### src/rtl/alu_pkg.sv
// Shared types and constants for the sequential ALU divider.
package alu_pkg;
  localparam int ALU_WIDTH = 8;
  localparam int ALU_CNT_W = $clog2(ALU_WIDTH + 1);

  typedef enum logic [1:0] {
    ST_IDLE = 2'd0,
    ST_RUN  = 2'd1,
    ST_DONE = 2'd2
  } state_t;
endpackage

### src/rtl/alu_sub_stage.sv
// Combinational WIDTH+1-bit trial subtractor: T = R' + ~{0,D} + 1.
// o_c is the carry-out, high when R' >= D (no borrow).
module alu_sub_stage #(
  parameter int WIDTH = 8
) (
  input  logic [WIDTH:0]   i_r,
  input  logic [WIDTH-1:0] i_d,
  output logic [WIDTH:0]   o_t,
  output logic             o_c
);
  logic [WIDTH+1:0] w_sum;

  assign w_sum = {1'b0, i_r} + {1'b0, ~{1'b0, i_d}} + {{(WIDTH + 1){1'b0}}, 1'b1};
  assign o_t   = w_sum[WIDTH:0];
  assign o_c   = w_sum[WIDTH+1];
endmodule

### src/rtl/alu_div8_seq.sv
// Sequential restoring divider, one quotient bit per cycle, start/busy/done handshake.
// Optional ALU_DIV_ZERO_TRAP_EN: divide-by-zero short-circuits to DONE and flags div_zero.
module alu_div8_seq
  import alu_pkg::*;
#(
  parameter int WIDTH = ALU_WIDTH
) (
  input  logic             clk,
  input  logic             rst,
  input  logic             start,
  input  logic [WIDTH-1:0] a,
  input  logic [WIDTH-1:0] b,
  output logic             busy,
  output logic             done,
  output logic [WIDTH-1:0] quotient,
  output logic [WIDTH-1:0] remainder,
  output logic             div_zero
);
  localparam int CNT_W = $clog2(WIDTH + 1);

  state_t           r_state;
  logic [WIDTH:0]   r_rem;
  logic [WIDTH-1:0] r_q;
  logic [WIDTH-1:0] r_d;
  logic [CNT_W-1:0] r_cnt;
  logic             r_busy;
  logic             r_done;
  logic [WIDTH-1:0] r_quot;
  logic [WIDTH-1:0] r_remo;
  logic             r_dz;
`ifdef ALU_DIV_ZERO_TRAP_EN
  logic             r_bzero;
`endif

  logic [WIDTH:0]   w_rshift;
  logic [WIDTH:0]   w_t;
  logic             w_c;
  logic [WIDTH:0]   w_rnext;
  logic [WIDTH-1:0] w_qnext;
  logic             w_last;

  // Truncating cast drops R's top bit, which is always zero for a restoring divider.
  assign w_rshift = (WIDTH + 1)'({r_rem, r_q[WIDTH-1]});
  assign w_last   = (r_cnt == CNT_W'(WIDTH - 1));

  alu_sub_stage #(.WIDTH(WIDTH)) u_sub (
    .i_r (w_rshift),
    .i_d (r_d),
    .o_t (w_t),
    .o_c (w_c)
  );

  // Restore-or-keep selection for one iteration.
  always_comb begin
    w_rnext = w_rshift;
    w_qnext = {r_q[WIDTH-2:0], 1'b0};
    if (w_c) begin
      w_rnext = w_t;
      w_qnext = {r_q[WIDTH-2:0], 1'b1};
    end else begin
      w_rnext = w_rshift;
      w_qnext = {r_q[WIDTH-2:0], 1'b0};
    end
  end

  // Control FSM, iteration datapath and registered outputs.
  always_ff @(posedge clk) begin
    if (rst) begin
      r_state <= ST_IDLE;
      r_rem   <= {(WIDTH + 1){1'b0}};
      r_q     <= {WIDTH{1'b0}};
      r_d     <= {WIDTH{1'b0}};
      r_cnt   <= {CNT_W{1'b0}};
      r_busy  <= 1'b0;
      r_done  <= 1'b0;
      r_quot  <= {WIDTH{1'b0}};
      r_remo  <= {WIDTH{1'b0}};
      r_dz    <= 1'b0;
`ifdef ALU_DIV_ZERO_TRAP_EN
      r_bzero <= 1'b0;
`endif
    end else begin
      r_done <= 1'b0;
      case (r_state)
        ST_IDLE, ST_DONE: begin
          if (start) begin
            r_rem   <= {(WIDTH + 1){1'b0}};
            r_q     <= a;
            r_d     <= b;
            r_cnt   <= {CNT_W{1'b0}};
            r_busy  <= 1'b1;
            r_state <= ST_RUN;
`ifdef ALU_DIV_ZERO_TRAP_EN
            r_bzero <= (b == {WIDTH{1'b0}});
`endif
          end else begin
            r_busy  <= 1'b0;
            r_state <= ST_IDLE;
          end
        end
        ST_RUN: begin
`ifdef ALU_DIV_ZERO_TRAP_EN
          if (r_bzero) begin
            r_quot  <= {WIDTH{1'b1}};
            r_remo  <= r_q;
            r_dz    <= 1'b1;
            r_done  <= 1'b1;
            r_busy  <= 1'b0;
            r_state <= ST_DONE;
          end else
`endif
          begin
            r_rem <= w_rnext;
            r_q   <= w_qnext;
            r_cnt <= r_cnt + CNT_W'(1);
            if (w_last) begin
              r_quot  <= w_qnext;
              r_remo  <= w_rnext[WIDTH-1:0];
              r_dz    <= 1'b0;
              r_done  <= 1'b1;
              r_busy  <= 1'b0;
              r_state <= ST_DONE;
            end else begin
              r_state <= ST_RUN;
            end
          end
        end
        default: begin
          r_busy  <= 1'b0;
          r_state <= ST_IDLE;
        end
      endcase
    end
  end

  assign busy      = r_busy;
  assign done      = r_done;
  assign quotient  = r_quot;
  assign remainder = r_remo;
  assign div_zero  = r_dz;
endmodule

### config.mk
export PLATFORM = sky130hd
export DESIGN_NAME = alu_div8_seq
export DESIGN_NICKNAME = d
export VERILOG_FILES = /design/src/rtl/alu_pkg.sv /design/src/rtl/alu_sub_stage.sv /design/src/rtl/alu_div8_seq.sv
export SDC_FILE = /design/constraint.sdc
export NUM_CORES = 1
export LEC_CHECK = 0
export ABC_CLOCK_PERIOD_IN_PS = 2150
export CAP_MARGIN = 20
export CORE_ASPECT_RATIO = 1.4
export CORE_MARGIN = 2
export CORE_UTILIZATION = 47
export DETAILED_ROUTE_END_ITERATION = 6
export HOLD_SLACK_MARGIN = 0.06
export MAX_ROUTING_LAYER = met4
export PLACE_DENSITY_LB_ADDON = 0.25
export SETUP_SLACK_MARGIN = 0.05
export SYNTH_ARGS = -nofsm -noshare
export SYNTH_HDL_FRONTEND = slang
export SYNTH_SLANG_ARGS = --single-unit
### constraint.sdc
create_clock -name clk -period 2.15 [get_ports clk]
set_clock_uncertainty 0.05 [all_clocks]
set_input_delay 0.215 -clock clk [delete_from_list [all_inputs] [get_ports clk]]
set_output_delay 0.215 -clock clk [all_outputs]
set_load 0.005 [all_outputs]
* Word level (Yosys, flattened, before mapping)
Index checks and enable logic that the tools add are counted.
** Operators by class
- Add/sub/neg operators :: 3
- Equality and inequality tests :: 5
- Reduce and logical (&&, ||, !) cells :: 7
- Bitwise logic cells :: 2
- Mux-type cells :: 15
** Operators by type and width (number)
- $pmux 8 s2 :: 2
- $mux 8 :: 3
- $add 10x1->10 const B :: 1
- $add 9x9->10 :: 1
- $not 8->9 :: 1
- $pmux 4 s2 :: 1
- $reduce_and 2->1 :: 3
- $mux 1 :: 5
- $add 4x1->4 const B :: 1
- $eq 4x3->1 const B :: 1
- $mux 4 :: 1
- $ne 2x2->1 const B :: 2
- $pmux 2 s2 :: 1
- $reduce_or 2->1 :: 2
- $eq 2x1->1 const B :: 1
- $eq 2x2->1 const B :: 1
- $logic_not 2->1 :: 1
- $mux 2 :: 1
- $pmux 1 s2 :: 1
- $reduce_bool 2->1 :: 1
- $not 1->1 :: 1
** Storage, ports and cells
- Input bits :: 19
- Bits in registers :: 48
- Output and inout port bits :: 19
- Logic and storage cells :: 41

* Logic depth before layout (Yosys ltp)
Gate-level depths: netlist of run 1.
- Depth in word-level cells :: 5
- Depth in mapped cells :: 9

* Hierarchy
A second synthesis of run 1 with hierarchy kept.
** Second synthesis, totals
- Cells, all modules :: 246
- Area, all modules :: 2253.4 µm²
** Modules (own cells, without submodules)
- alu_div8_seq :: cells an instance 188, times used 1, area an instance 1860.5 µm²
- alu_sub_stage :: cells an instance 58, times used 1, area an instance 392.9 µm²

* Worst setup path after synthesis of run 1
No wires, ideal clock.
- Path kind :: register to register
- Start point :: reg r_d[6]
- End point :: reg r_remo[1], in the netlist remainder[1]
- Arrival :: 1.942 ns
- Required time :: 2.038 ns
- Setup time :: 0.062 ns
- Setup slack :: 0.096 ns
- Stages on the path, launching flop included :: 10
- Path through :: dfxtp_1 > inv_1 > ha_1 > buf_6 > a21oi_4 > o221ai_2 > or2_1 > buf_6 > or4_1 > nand3_1
** Between the ends
- Cells in the longest elaborated chain, start to end :: 4
** RTL lines
- start: declaration :: RTL line alu_div8_seq.sv:24 : logic [WIDTH-1:0] r_d;
- start signal: assignment :: RTL line alu_div8_seq.sv:72 : r_d <= {WIDTH{1'b0}};
- $not 8->9 :: RTL line alu_sub_stage.sv:13 : assign w_sum = {1'b0, i_r} + {1'b0, ~{1'b0, i_d}} + {{(WIDTH + 1){1'b0}}, 1'b1};
- $add 9x9->10 :: RTL line alu_sub_stage.sv:13
- $add 10x1->10 :: RTL line alu_sub_stage.sv:13
- $mux 8 :: RTL line alu_div8_seq.sv:57 : if (w_c) begin
- end signal: assignment :: RTL line alu_div8_seq.sv:77 : r_remo <= {WIDTH{1'b0}};
- end signal: assignment :: RTL line alu_div8_seq.sv:118 : r_remo <= w_rnext[WIDTH-1:0];
- end: declaration :: RTL line alu_div8_seq.sv:29 : logic [WIDTH-1:0] r_remo;
Every way passes these cells.
A chain may end at the register's enable or synchronous reset.

* Worst setup path in the final report of run 1
- Start point :: reg r_d[4]
- End point :: reg r_remo[1], in the netlist remainder[1]
The elaborated chain is that of the path after synthesis.

==> results by group, run 1 <==
Run status
  – Status: finished clean

Logic synthesis
  – Mapped Area: 2290 um^2
  – Synthesis Warnings: 0
  – Syn Nets: 304
  – Gate count after technology mapping: 275
  – Flops & latches, synth: 48
  – Ys async rst share: 0%
  – Seq/Total Area, Yosys: 41.9%
  – Yosys cell types: 50
  – Mean area per synthesized cell: 8.34 um^2
  – EDFF count, synth: 0
  – Most used DFF post-synth: dfxtp_1

GRT
  – Tot GR Track Use: 20.5%
  – First-pass GRT wire length: 8.74 mm
  – Overflow after GRT: 0
  – Vias in the first global route: 2019
  – Largest net degree at the start of global routing: 46
  – Antenna violations before repair: 0

Drt
  – DR WL met3: 187 um
  – Routed wire length: 5.55 mm
  – Metal-1 WL: 2.25 mm
  – Via-per-instance ratio: 5.31
  – # DRC: 0
  – First-pass DRT Iterations: 4
  – Number of DRC markers in iteration 0: 92
  – Routed via count: 2128
  – Met2 WL: 2.93 mm
  – Antenna viol nets, final: 0
  – Top routing layer used: met4
  – Wire length per cell: 13.8 um

Cells and area
  – Design area: 3170 um^2
  – Post-Layout Cell Count: 401
  – Final core occ: 66.5%
  – Layout cell share with drive strength beyond 1: 23.1%
  – Most used cells in the layout excluding fill and tap cells: nand2_1, dfxtp_1, clkdlybuf4s50_1
  – Nets: 365
  – Most common cell after layout, fill and taps aside: nand2_1
  – # diodes: 0
  – Area grow syn2layout: 38.3%
  – Filler Cells Inserted: 423

Timing
  – Final worst path period share: 95.4%
  – Pin slew with the least headroom to its limit: 0.966 ns
  – Final Critical Period: 2.05 ns
  – Max Slew Vio Count: 0
  – Final hold viol count: 0
  – Slew HR: 35.1%
  – RSZ-0062 raised after global routing: true
  – Setup-failing EPs final: 0
  – Fmax: 488 MHz

Worst setup path
  – Crit-path max FO: 6
  – Crit path required time: 2.35 ns
  – Crit path DAT: 2.25 ns
  – Reg2Reg Setup Slack: 0.1 ns
  – Setup Crit Path Kind: reg -> reg
  – Crit. End Element: flop
  – CP Launch Type: flop

Die
  – Die Height: 86.7 um
  – Die width: 63.0 um
  – Row cnt: 30
  – CORE AREA: 4770 um^2
  – Initial core utilization: 48.1%
  – Die ar.: 5460 um^2
  – I/O pin total: 38

Clocking
  – Clock Tree Buf Depth: 2
  – CTS buffer count: 5
  – Root Driver: clkbuf_8
  – Clk slew on worst S/H paths: 0.09 ns
  – H-tree depth: 2
  – CTS sink count: 48
  – CTS tree: built
  – Skew-Pair Late Insertion Delay: 0.30 ns

Hold path
  – Hold Path Class: in -> reg

Job
  – MaxCap Viol Count: 0

Power and ir drop
  – Final Total Pwr: 2.88 mW
  – Lkg Pwr: 1.22 nW
  – Pwr per Cell Area: 908 nW/um^2
  – Worst vdd ir: 0.000662 V

Placement
  – DP Wirelength: 3.85 mm
  – GP Congestion: 0.893
  – Post-DP Area: 2840 um^2
  – # port buffers: 36
  – Placed insts: 383
## worst paths after layout
kind,depth (start not counted),from,end
hold reg to reg,2,quotient[6],quotient[6]
hold / removal,3,b[5],r_d[5]
setup reg to reg,8,r_d[4],remainder[1]
setup / recovery,8,r_d[4],remainder[1]
## critical path, stage by stage, from the launching register on
cell and delay [ns]:
dfxtp_2 0.34, inv_1 0.06, ha_4 0.27, nand4_2 0.13, a2111oi_4 0.35, buf_4 0.19
nor2_4 0.05, or4_4 0.46, nand3_1 0.09
## metal layers
layer / vias to the layer above / global-route usage [%]
met3: 14 / 3.90
li1: 1076 / -
met2: 51 / 37.9
met1: 987 / 22.4
met5: - / -
met4: 0 / 5.66
## where the power goes
part	switching [mW]	internal, mW
registers	0.0509	0.944
logic	0.631	0.680
clock network	0.310	0.263
total	0.992	1.89
## through the flow
step	TNS (ns)	hold slack (ns)	setup WS (ns)
4_1_cts	0	0.408	0.0318
5_1_grt	0	0.419	0.0241
6_report	0	0.395	0.0995
2_1_floorplan	0	0.301	0.0955
3_3_place_gp	-0.164	0.395	-0.0721
3_5_place_dp	-0.254	0.398	-0.0809
## registers in the layout (all words and copies together), names as in the netlist
signal	cells
r_state	2
remainder	8
quotient	8
r_rem	8
r_q	8
r_cnt	4
done	1
r_d	8
busy	1
## cell usage after synthesis, types with 4 or more instances
| cell | count | area share, % |
|---|---|---|
| mux2i_1 | 4 | 1.7 |
| nand2_1 | 52 | 8.5 |
| ha_1 | 9 | 4.9 |
| or4_1 | 4 | 1.3 |
| a22oi_1 | 9 | 2.9 |
| nand3b_1 | 4 | 1.3 |
| clkbuf_1 | 11 | 1.8 |
| nor2_1 | 24 | 3.9 |
| nand2b_1 | 5 | 1.4 |
| inv_1 | 12 | 2.0 |
| dfxtp_1 | 48 | 42 |
| a21oi_1 | 30 | 6.5 |
| nand3_1 | 5 | 1.1 |
| a211oi_1 | 7 | 2.3 |
| o21ai_0 | 9 | 2.0 |
## logic make-up (layout without fill, tap and decap cells)
family / count (synthesis) / in the layout / share of synthesized area [%]
buffers and inverters: 29 / 90 / 5.62
multiplexers: 4 / 4 / 1.75
AND/OR/NAND/NOR: 106 / 107 / 21.2
flip-flops: 48 / 48 / 41.9
AO/OA/AOI/OAI: 74 / 74 / 22.4
XOR/XNOR: 3 / 3 / 1.15
other: 1 / 1 / 0.164
adder cells (fa/ha/maj): 10 / 10 / 5.78
## layout make-up
type | count | area, um^2 | area share, %
clock buffers | 6 | 82.6 | 2.60
clock inverters | 2 | 13.8 | 0.434
inverters | 12 | 45.0 | 1.42
repair buffers | 70 | 623 | 19.6
well taps | 64 | 80.1 | 2.52
flip-flops and latches | 48 | 971 | 30.6
multi-input cells | 199 | 1360 | 42.8
## timing repair
item | in CTS | in global routing
resized for setup | 8 | 28
hold buffers | 0 | 0
endpoints found under the setup margin | 10 | 11
setup buffers | 0 | 9
gates cloned | 0 | 1
pin swaps | 1 | 8
No activity file was read; power rests on OpenSTA's default activity.
==> run 2: changes to the inputs <==
--- a/config.mk
+++ b/config.mk
@@ -13,7 +13,7 @@
 export DETAILED_ROUTE_END_ITERATION = 6
 export HOLD_SLACK_MARGIN = 0.06
 export MAX_ROUTING_LAYER = met4
-export PLACE_DENSITY_LB_ADDON = 0.25
+export PLACE_DENSITY = 0.78
 export SETUP_SLACK_MARGIN = 0.05
 export SYNTH_ARGS = -nofsm -noshare
 export SYNTH_HDL_FRONTEND = slang
==> run 2 against run 1 <==
Effect of this change: critical path depth did not move; worst hold slack improved by 0.0076 ns; wire length rose by 0.13%; first-iteration DRC count fell by 20%; global-route usage rose by 0.79 points; sequential share of layout area rose by 0.80 points; sequential power barely moved; final cell count fell by 3.0%; combinational power fell by 16%.
==> results by group, run 2 (synthesized netlist as in run 1, its figures left out) <==
Timing
  – Final worst path period share: 95.8% (+0.40 points)
  – Final Critical Period: 2.06 ns (+0.00856 ns)
  – Pin slew with the least headroom to its limit: 0.968 ns (+0.00235 ns)
  – Final worst setup slack: 0.0910 ns (-0.00856 ns)
  – Final hold viol count: 0 (unchanged)
  – Setup-failing EPs final: 0 (unchanged)
  – RSZ-0062 raised after global routing: true
  – Max Slew Vio Count: 0 (unchanged)
  – Slew HR: 34.9% (-0.16 points)
  – Fmax: 486 MHz (-0.42%)
  – Setup TNS Final: 0 ns (unchanged)

Worst setup path
  – Setup Crit Path Kind: reg -> reg
  – Crit path required time: 2.33 ns (-0.02 ns)
  – Buf/Inv on CP: 1 (-1)
  – Critical-path cell list: inv_2 -> ha_4 -> fa_2 -> nand2b_4 -> a2111o_1 -> o311ai_2 -> mux2i_1 -> a211oi_2
  – CP peak stage delay: 0.42 ns (-0.04 ns)
  – Crit path DAT: 2.24 ns (about the same)
  – Crit. End Element: flop
  – Worst path top cell family by delay: compound AO/OA/AOI/OAI gates
  – Slowest-stage cell, CP: a2111o_1
  – CP Launch Type: flop
  – Crit-path max FO: 3 (-3)

Drt
  – # DRC: 0 (unchanged)
  – First-pass DRT Iterations: 4 (unchanged)
  – Wire length per cell: 14.3 um (+3.2%)
  – Number of DRC markers in iteration 0: 74 (-20%)
  – Antenna viol nets, final: 0 (unchanged)
  – Via-per-instance ratio: 5.41 (+1.9%)
  – Routed via count: 2104 (-1.1%)
  – Routed wire length: 5.55 mm (+0.13%)

Die
  – Die Height: 86.7 um (unchanged)
  – Row cnt: 30 (unchanged)
  – I/O pin total: 38 (unchanged)
  – Die width: 63.0 um (unchanged)
  – Die ar.: 5460 um^2 (unchanged)
  – CORE AREA: 4770 um^2 (unchanged)
  – Initial core utilization: 48.1% (unchanged)

Job
  – MaxCap Viol Count: 0 (unchanged)

Clocking
  – Clk slew on worst S/H paths: 0.09 ns (about the same)
  – Root Driver: clkbuf_8
  – Clock Tree Buf Depth: 2 (unchanged)
  – H-tree depth: 2 (unchanged)
  – CTS sink count: 48 (unchanged)
  – Cts hold-fix bufs: 0 (unchanged)
  – Skew-Pair Late Insertion Delay: 0.30 ns (about the same)
  – CTS tree: built
  – CTS buffer count: 5 (unchanged)

GRT
  – Overflow after GRT: 0 (unchanged)
  – Vias in the first global route: 2017 (-0.099%)
  – First-pass GRT wire length: 8.89 mm (+1.7%)
  – Tot GR Track Use: 21.3% (+0.79 points)
  – Antenna violations before repair: 0 (unchanged)
  – Largest net degree at the start of global routing: 32 (-30%)

Cells and area
  – Filler Cells Inserted: 396 (-6.4%)
  – Layout cell share with drive strength beyond 1: 16.9% (-6.2 points)
  – Most common cell after layout, fill and taps aside: nand2_1
  – Area grow syn2layout: 33.7%
  – Nets: 354 (-3.0%)
  – Most used cells in the layout excluding fill and tap cells: nand2_1, dfxtp_1, clkdlybuf4s50_1
  – Final core occ: 64.3% (-2.2 points)
  – # diodes: 0 (unchanged)
  – Post-Layout Cell Count: 389 (-3.0%)

Placement
  – Placed insts: 380 (-0.78%)
  – GP Congestion: 0.892 (about the same)
  – DP Wirelength: 3.96 mm (+2.7%)
  – Dpl ws: -0.0699 ns (+0.0111 ns)
  – # port buffers: 36 (unchanged)

Power and ir drop
  – Clock power frac: 26.4% (+6.5 points)
  – Internal power: 1.93 mW (+2.1%)
  – Seq pwr share: 35.0% (+0.4 points)
  – Pwr per Cell Area: 925 nW/um^2 (+1.9%)
  – Worst vdd ir: 0.000731 V (+10%)
  – Net Sw Frac: 32.0% (-2.4 points)
  – Comb power frac: 38.6% (-6.9 points)
  – Lkg Pwr: 1.16 nW (-5.0%)
  – Net load switching power: 0.909 mW (-8.4%)

Hold path
  – Hold Path Class: in -> reg

Run status
  – Status: finished clean
run 2: changes by cell type in the layout (fill, tap and decap cells not counted), moves of 2 or more:
cell,delta
or4_4,-2
buf_4,-8
dfxtp_2,-6
or4_1,+2
dfxtp_1,+6
bufinv_16,+2
buf_6,-2
run 2: tightest hold or removal path, stage by stage:
cell and delay [ns]:
clkdlybuf4s50_1 0.39, nand2_1 0.05, a21oi_1 0.05
run 2: stage by stage:
| stage | total power [mW] | hold WS (ns) | area, um^2 |
|---|---|---|---|
| CTS | 2.73 | 0.404 | 2970 |
| finish | 2.84 | 0.403 | 3070 |
| global placement | 1.92 | 0.394 | 2820 |
| detailed placement | 1.94 | 0.401 | 2820 |
| global route | 2.98 | 0.415 | 3070 |
| floorplan | 1.65 | 0.301 | 2290 |
run 2: worst paths after layout:
path | from | end | slack [ns] | cells past startpoint
worst max-delay path | r_q[7] | remainder[6] | 0.09 | 8
worst min-delay path | b[2] | r_d[2] | 0.40 | 3
worst max register to register | r_q[7] | remainder[6] | 0.09 | 8
worst min register to register | r_d[5] | r_d[5] | 0.41 | 2
run 2: area by class of cell:
class	instances	area, um^2	share of cell area [%]
multi-input cells	198	1310	42.7
flip-flops and latches	48	963	31.4
repair buffers	60	541	17.6
well taps	64	80.1	2.61
clock buffers	5	68.8	2.24
clock inverters	2	60.1	1.96
inverters	12	45.0	1.47
run 2: timing repair:
action / CTS / global route
buffers inserted: 0 / 2
pin swaps: 1 / 7
gates resized for setup: 6 / 15
endpoints found under the setup margin: 15 / 13
run 2: power by group through the flow:
stage / Combinational, mW / Clock, mW / Sequential [mW]
3_5_place_dp: 0.934 / 0 / 1.00
6_report: 1.10 / 0.748 / 0.992
5_1_grt: 1.19 / 0.799 / 0.998
4_1_cts: 0.985 / 0.759 / 0.983
3_3_place_gp: 0.919 / 0 / 1.00
2_1_floorplan: 0.656 / 0 / 0.990
run 2: routing by layer:
metal	wire length, um	track usage (%)	vias up
met5	0	-	-
met4	250	12.7	0
met3	138	4.03	19
met2	2970	38.6	41
met1	2200	21.1	998
li1	-	-	1046
